### src/rtl/riscv_pkg.sv
// riscv_pkg: shared definitions for the RV32I decode/issue stage.
//   - OP_*      : ALU op_sel encoding consumed by execute
//   - OPC_*     : major opcodes decoded by this stage
//   - F3_*/F7_* : funct3 / funct7 field values
//   - issue_bundle_t : registered operand/op bundle handed to execute
//   - f3_op()   : funct3 (+ alternate bit) to ALU op mapping
package riscv_pkg;

  localparam logic [3:0] OP_ADD = 4'd0;
  localparam logic [3:0] OP_SUB = 4'd1;
  localparam logic [3:0] OP_SLL = 4'd2;
  localparam logic [3:0] OP_SLT = 4'd3;
  localparam logic [3:0] OP_ULT = 4'd4;
  localparam logic [3:0] OP_XOR = 4'd5;
  localparam logic [3:0] OP_LSR = 4'd6;
  localparam logic [3:0] OP_ASR = 4'd7;
  localparam logic [3:0] OP_OR  = 4'd8;
  localparam logic [3:0] OP_AND = 4'd9;

  localparam logic [6:0] OPC_OP     = 7'b0110011;
  localparam logic [6:0] OPC_OP_IMM = 7'b0010011;
  localparam logic [6:0] OPC_LUI    = 7'b0110111;
  localparam logic [6:0] OPC_AUIPC  = 7'b0010111;

  localparam logic [2:0] F3_ADD  = 3'b000;
  localparam logic [2:0] F3_SLL  = 3'b001;
  localparam logic [2:0] F3_SLT  = 3'b010;
  localparam logic [2:0] F3_SLTU = 3'b011;
  localparam logic [2:0] F3_XOR  = 3'b100;
  localparam logic [2:0] F3_SR   = 3'b101;
  localparam logic [2:0] F3_OR   = 3'b110;
  localparam logic [2:0] F3_AND  = 3'b111;

  localparam logic [6:0] F7_BASE = 7'b0000000;
  localparam logic [6:0] F7_ALT  = 7'b0100000;

  typedef struct packed {
    logic [31:0] opr_a;
    logic [31:0] opr_b;
    logic [3:0]  op_sel;
    logic [4:0]  rd;
    logic        rd_we;
    logic        illegal;
  } issue_bundle_t;

  // alt selects SUB for funct3 000 and ASR for funct3 101; ignored otherwise
  function automatic logic [3:0] f3_op(input logic [2:0] f3, input logic alt);
    logic [3:0] op;
    case (f3)
      F3_ADD:  op = alt ? OP_SUB : OP_ADD;
      F3_SLL:  op = OP_SLL;
      F3_SLT:  op = OP_SLT;
      F3_SLTU: op = OP_ULT;
      F3_XOR:  op = OP_XOR;
      F3_SR:   op = alt ? OP_ASR : OP_LSR;
      F3_OR:   op = OP_OR;
      default: op = OP_AND;
    endcase
    return op;
  endfunction

endpackage

### src/rtl/riscv_regfile.sv
// riscv_regfile: 32x32 architectural register file.
//   clk, reset_n     : clock, async active-low reset (all registers cleared)
//   i_ra1/o_rd1      : async read port 1
//   i_ra2/o_rd2      : async read port 2
//   i_we/i_wa/i_wd   : synchronous write port; writes to x0 are dropped
// A read of a register being written this cycle returns the old value.
module riscv_regfile (
  input  logic        clk,
  input  logic        reset_n,
  input  logic [4:0]  i_ra1,
  output logic [31:0] o_rd1,
  input  logic [4:0]  i_ra2,
  output logic [31:0] o_rd2,
  input  logic        i_we,
  input  logic [4:0]  i_wa,
  input  logic [31:0] i_wd
);

  logic [31:0] r_regs [32];

  always_ff @(posedge clk or negedge reset_n) begin
    if (!reset_n) begin
      for (int i = 0; i < 32; i++) r_regs[i] <= '0;
    end else if (i_we && (i_wa != 5'd0)) begin
      r_regs[i_wa] <= i_wd;
    end
  end

  assign o_rd1 = (i_ra1 == 5'd0) ? '0 : r_regs[i_ra1];
  assign o_rd2 = (i_ra2 == 5'd0) ? '0 : r_regs[i_ra2];

endmodule

### src/rtl/riscv_decode_issue.sv
// riscv_decode_issue: RV32I decode + issue stage in front of the execute ALU.
//   clk, reset_n             : clock, async active-low reset
//   if_valid_i/if_ready_o    : fetch handshake; if_instr_i, if_pc_i payload
//   ex_valid_o/ex_ready_i    : issue handshake; ex_opr_a_o, ex_opr_b_o,
//                              ex_op_sel_o, ex_rd_o, ex_rd_we_o, ex_illegal_o
//   wb_en_i, wb_rd_i, wb_data_i : writeback into the register file
// Optional feature: define RISCV_WB_BYPASS_EN to forward writeback data to a
// dependent source in the writeback cycle (zero-bubble RAW resolution).
module riscv_decode_issue
  import riscv_pkg::*;
(
  input  logic        clk,
  input  logic        reset_n,
  input  logic        if_valid_i,
  output logic        if_ready_o,
  input  logic [31:0] if_instr_i,
  input  logic [31:0] if_pc_i,
  output logic        ex_valid_o,
  input  logic        ex_ready_i,
  output logic [31:0] ex_opr_a_o,
  output logic [31:0] ex_opr_b_o,
  output logic [3:0]  ex_op_sel_o,
  output logic [4:0]  ex_rd_o,
  output logic        ex_rd_we_o,
  output logic        ex_illegal_o,
  input  logic        wb_en_i,
  input  logic [4:0]  wb_rd_i,
  input  logic [31:0] wb_data_i
);

  logic [6:0]  w_opc, w_f7;
  logic [4:0]  w_rd, w_rs1, w_rs2;
  logic [2:0]  w_f3;
  logic        w_legal, w_use1, w_use2, w_a_pc;
  logic [3:0]  w_op;
  logic [31:0] w_imm;
  logic [31:0] w_rf1, w_rf2, w_src1, w_src2;
  logic        w_byp1, w_byp2, w_haz, w_issue;
  issue_bundle_t w_bnd;
  logic [31:0] w_busy_nxt;

  issue_bundle_t r_out;
  logic          r_valid;
  logic [31:0]   r_busy;

  assign w_opc = if_instr_i[6:0];
  assign w_rd  = if_instr_i[11:7];
  assign w_f3  = if_instr_i[14:12];
  assign w_rs1 = if_instr_i[19:15];
  assign w_rs2 = if_instr_i[24:20];
  assign w_f7  = if_instr_i[31:25];

  always_comb begin
    w_legal = 1'b0;
    w_use1  = 1'b0;
    w_use2  = 1'b0;
    w_a_pc  = 1'b0;
    w_op    = OP_ADD;
    w_imm   = '0;
    case (w_opc)
      OPC_OP: begin
        w_use1  = 1'b1;
        w_use2  = 1'b1;
        w_legal = (w_f7 == F7_BASE) || (w_f7 == F7_ALT);
        w_op    = f3_op(w_f3, w_f7[5]);
      end
      OPC_OP_IMM: begin
        w_use1  = 1'b1;
        w_legal = 1'b1;
        w_imm   = {{20{if_instr_i[31]}}, if_instr_i[31:20]};
        w_op    = f3_op(w_f3, 1'b0);
        if (w_f3 == F3_SLL || w_f3 == F3_SR) begin
          // For shifts [31:25] is a function code; only the shamt is the operand.
          w_imm   = {27'd0, w_rs2};
          w_legal = (w_f7 == F7_BASE) || ((w_f3 == F3_SR) && (w_f7 == F7_ALT));
          w_op    = f3_op(w_f3, w_f7[5]);
        end
      end
      OPC_LUI: begin
        w_legal = 1'b1;
        w_imm   = {if_instr_i[31:12], 12'h000};
      end
      OPC_AUIPC: begin
        w_legal = 1'b1;
        w_a_pc  = 1'b1;
        w_imm   = {if_instr_i[31:12], 12'h000};
      end
      default: ;
    endcase
  end

  riscv_regfile u_rf (
    .clk     (clk),
    .reset_n (reset_n),
    .i_ra1   (w_rs1),
    .o_rd1   (w_rf1),
    .i_ra2   (w_rs2),
    .o_rd2   (w_rf2),
    .i_we    (wb_en_i),
    .i_wa    (wb_rd_i),
    .i_wd    (wb_data_i)
  );

`ifdef RISCV_WB_BYPASS_EN
  assign w_byp1 = wb_en_i && (wb_rd_i == w_rs1) && (w_rs1 != 5'd0);
  assign w_byp2 = wb_en_i && (wb_rd_i == w_rs2) && (w_rs2 != 5'd0);
`else
  assign w_byp1 = 1'b0;
  assign w_byp2 = 1'b0;
`endif

  assign w_src1 = w_byp1 ? wb_data_i : w_rf1;
  assign w_src2 = w_byp2 ? wb_data_i : w_rf2;

  // Illegal instructions read nothing, so they never wait on the scoreboard.
  assign w_haz = w_legal &&
                 ((w_use1 && (w_rs1 != 5'd0) && r_busy[w_rs1] && !w_byp1) ||
                  (w_use2 && (w_rs2 != 5'd0) && r_busy[w_rs2] && !w_byp2));

  assign w_issue    = if_valid_i && !w_haz && (!r_valid || ex_ready_i);
  assign if_ready_o = w_issue;

  always_comb begin
    w_bnd = '0;
    if (!w_legal) begin
      w_bnd.illegal = 1'b1;
    end else begin
      w_bnd.opr_a  = w_a_pc ? if_pc_i : (w_use1 ? w_src1 : '0);
      w_bnd.opr_b  = w_use2 ? w_src2 : w_imm;
      w_bnd.op_sel = w_op;
      w_bnd.rd     = w_rd;
      w_bnd.rd_we  = (w_rd != 5'd0);
    end
  end

  // Set after clear so an issue to rd wins over a same-cycle writeback of rd.
  always_comb begin
    w_busy_nxt = r_busy;
    if (wb_en_i) w_busy_nxt[wb_rd_i] = 1'b0;
    if (w_issue && w_bnd.rd_we) w_busy_nxt[w_bnd.rd] = 1'b1;
  end

  always_ff @(posedge clk or negedge reset_n) begin
    if (!reset_n) begin
      r_valid <= 1'b0;
      r_out   <= '0;
      r_busy  <= '0;
    end else begin
      r_busy <= w_busy_nxt;
      if (w_issue) begin
        r_valid <= 1'b1;
        r_out   <= w_bnd;
      end else if (ex_ready_i) begin
        r_valid <= 1'b0;
      end
    end
  end

  assign ex_valid_o   = r_valid;
  assign ex_opr_a_o   = r_out.opr_a;
  assign ex_opr_b_o   = r_out.opr_b;
  assign ex_op_sel_o  = r_out.op_sel;
  assign ex_rd_o      = r_out.rd;
  assign ex_rd_we_o   = r_out.rd_we;
  assign ex_illegal_o = r_out.illegal;

endmodule
### config.mk
export PLATFORM = sky130hd
export DESIGN_NAME = riscv_decode_issue
export DESIGN_NICKNAME = d
export VERILOG_FILES = /design/src/rtl/riscv_pkg.sv /design/src/rtl/riscv_regfile.sv /design/src/rtl/riscv_decode_issue.sv
export SDC_FILE = /design/constraint.sdc
export NUM_CORES = 2
export LEC_CHECK = 0
export ABC_CLOCK_PERIOD_IN_PS = 3000
export BUFFER_PORTS_ARGS = -buffer_cell sky130_fd_sc_hd__buf_2
export CAP_MARGIN = 20
export CORE_ASPECT_RATIO = 1.1
export CORE_MARGIN = 4
export CORE_UTILIZATION = 40
export DETAILED_ROUTE_END_ITERATION = 8
export PLACE_DENSITY = 0.52
export SLEW_MARGIN = 30
export SYNTH_ARGS = -nofsm -noshare
export SYNTH_HDL_FRONTEND = slang
export SYNTH_SLANG_ARGS = --single-unit
### constraint.sdc
create_clock -name clk -period 3 [get_ports clk]
set_clock_uncertainty 0.15 [all_clocks]
set_input_delay 0 -clock clk [delete_from_list [all_inputs] [get_ports clk]]
set_output_delay 0 -clock clk [all_outputs]
set_load 0.02 [all_outputs]
==> reports/results.txt <==
Final Max Slew Viols - 0
Failing checks - setup timing
Worst R2R Setup Slack - 50 ps
Flop pwr share - 44.5%
Cell taking the most area after synthesis - dfrtp_1
Die area - 156,200 sq um
Slowest-stage cell, CP - mux4_2
Largest net degree at the start of global routing - 97
GP Congestion - 0.8821
Clock latency at the later pin of the worst-skew pair - 780 ps
P_int - 32,320 uW
DRC errors left - 0
Final Hold Viols - 0
Net Sw Frac - 27.57%
Syn Nets - 4,333
Logic gate share of total power - 19.3%
Clock-pin slew of the registers on the worst-case setup and hold paths - 60 ps
Hold Slack - 58.63 ps
Root buffer cell - clkbuf_16
HP Start - if_pc_i[15]
Post-detail-place hpwl - 144,600 microns
M1 WL - 96,670 microns
CP Capture Type - primary output
Post-synth EDFFs - 0
DR WL met3 - 16,580 microns
Xor/xnor share of the synthesized area - 0%
Max cap viols - 0
Post-synthesis sequential area ratio - 47.24%
Row count - 148
Initial DRC Count - 4,088
CP arrival - 2870 ps
Initial antenna violation count - 10
Synth cell types - 64
Post-Synth Simple-Gate Area - 3.021%
Setup TNS - -20.01 ps
Final worst path period need - 3020 ps
Maximum clock insertion buffer count - 3
Netlist Area Pre-Place - 59,970 sq um
Syn. warnings - 0
# clock sinks - 1,132
Number of port buffers - 182
Vias in the first global route - 43,130
Setup CP Type - reg -> out
Crit share post-route - 100.7%
CTS tree - built
Drt wl/cell - 34.86 microns
Post-route ant nets - 0
Commonest cells post-synth - dfrtp_1 (1,132), mux2_2 (1,081), mux4_2 (432), clkbuf_1 (310), mux2i_1 (255)
Setup crit start kind - flop
Placed cell areas - 64,910 sq um
Total GRT Usage - 29.35%
Die width - 377.2 microns
Final setup viols - 1
Status - finished with violations
Vias - 41,520
Area Overhead vs Synth - 18.14%
Hold WC Path Type - in -> reg
Maximum VDD drop - 0.5845 mV
Top-count cell post-synth - dfrtp_1
Final Routed Wirelength - 229,700 microns
Cts bufs inserted - 133
Fin area - 70,840 sq um
Fmax - 331.1 MHz
Avg Inst Size Synth - 14.19 sq um
Cell count after synthesis - 4,227
Reg-to-Reg Start - r_busy[8]
CP cell instances - mux4_2 > mux2_4 > a2111oi_4 > a221o_1 > o211ai_4 > buf_12 > clkinv_4 > buf_6
Unrepaired setup endpoints after global routing - true
Met2 routed WL - 106,800 microns
Power per cell area - 629.9 nW/um^2
H-tree levels - 4
Max Used Layer - met5
Share of layout cells above drive strength 1 - 48.76%
Initial Util - 40.38%
Top cell type's share of synthesized area - 47.24%
Gr ovfl total - 0
FFs w/ async S/R, synth - 100.0%
Post-synthesis compound-gate area fraction - 5.592%
Worst hold endpoint - ex_opr_a_o[15]
Post-Place Cells - 6,188
Total iterations of the first detailed-routing run - 5
NetSw - 12,300 uW
Main combinational cell family by area after synthesis - multiplexers
I/O pins - 183
Top FF cell, synth - dfrtp_1
Adder-Cell Fraction of Synth Area - 0%
Worst reg2reg path depth - 8
Core footprint - 148,500 sq um
Nets - 4,636
Area contributors post-synth - dfrtp_1 (47%), mux2_2 (20%), mux4_2 (16%)
Post-synthesis mux area share - 40.86%
CP Max Fanout - 3
Die H - 414.1 microns
Final non-filler cell total - 6,587
Vias per cell - 6.304
CP max stage delay - 470 ps
Final worst slack - -20.01 ps
Clock power frac - 36.2%
Slew headroom - 39.40%
Yosys reg bits - 1,132
Lkg Pwr - 0.03091 uW
Least-Margin Pin Slew - 908.0 ps
Global-route wire length before repair - 328,800 microns
Capture point of the worst reg-to-reg path - ex_opr_b_o[11]
Required time of the critical path - 2850 ps
Hold-critical path depth - 5
-- layer usage --
layer  GRT usage [%]  vias to the layer above
li1                -                    16870
met1           40.27                    22530
met2           46.04                     1687
met3           6.044                      441
met4           11.26                        2
met5               0                        -
-- cell usage in the layout (no fill, tap or decap), drive strengths merged, types with 24 or more instances in the layout --
cell type,instances
a211o,24
buf,478
nand2,208
mux2,1085
dfrtp,1132
o221ai,69
nor2,49
clkbuf,200
a21oi,89
nand3,30
mux2i,255
a32oi,25
o21ai,49
mux4,432
o31ai,28
a211oi,25
a22oi,45
dlygate4sd3,147
-- timing repair --
item | in CTS | in global routing
pin swaps | 1 | 0
hold buffers | 148 | 0
setup buffers | 7 | 1
gates resized for setup | 8 | 5
cloned | 1 | 0
endpoints found under the hold margin | 2209 | 0
setup endpoints to repair | 1 | 45
-- worst max path at each step --
stage / from / to / cells past startpoint
2_1_floorplan: r_busy[13] / ex_opr_b_o[11] / 7
3_3_place_gp: if_instr_i[27] / ex_opr_a_o[9] / 8
5_1_grt: r_busy[15] / if_ready_o / 8
4_1_cts: r_busy[13] / if_ready_o / 8
3_5_place_dp: r_busy[13] / r_busy[3] / 7
6_report: r_busy[8] / if_ready_o / 8
-- metrics by stage --
step | total power, uW | worst slack (ps) | utilization, %
6_report | 44630 | -20.01 | 47.70
3_3_place_gp | 28240 | 54.97 | 43.71
3_5_place_dp | 28480 | 45.42 | 43.71
4_1_cts | 44910 | -67.44 | 47.66
5_1_grt | 46460 | -98.39 | 47.68
2_1_floorplan | 25540 | 443.0 | -
-- cell type report --
| type | count | area (sq um) |
|---|---|---|
| fillers | 13360 | 77670 |
| multi-input cells | 2620 | 30010 |
| clock inverters | 32 | 337.8 |
| clock buffers | 200 | 3924 |
| diodes | 10 | 25.02 |
| inverters | 17 | 73.82 |
| flip-flops and latches | 1132 | 28330 |
| repair buffers | 626 | 5709 |
| well taps | 1950 | 2440 |
-- registers in the layout, indices dropped and copies added (netlist names) --
name and count:
u_rf.r_regs 1024, ex_opr_a_o 32, ex_opr_b_o 32, r_busy 32
ex_rd_o 5, ex_op_sel_o 4, ex_illegal_o 1, ex_rd_we_o 1
ex_valid_o 1
-- power by group through the flow --
stage                     Sequential, uW  Combinational [uW]  Clock (uW)
final                              19800                8630       16200
after CTS                          19800                8660       16500
after floorplan                    19400                6170           0
after detailed placement           20000                8460           0
after global routing               20100                9220       17100
after global placement             19900                8330           0
-- worst max-delay path, delay by kind of cell (launching register included) --
family | cells | cell delay (ps)
mux | 2 | 760
compound gates | 3 | 620
flops | 1 | 400
buf+inv | 3 | 310
-- cell families after synthesis --
| family | after synthesis |
|---|---|
| buffers and inverters | 475 |
| muxes | 1772 |
| DFF | 1132 |
| AOI/OAI and AO/OA | 458 |
| and+or+nand+nor | 390 |
No activity file was read; power rests on OpenSTA's default activity.
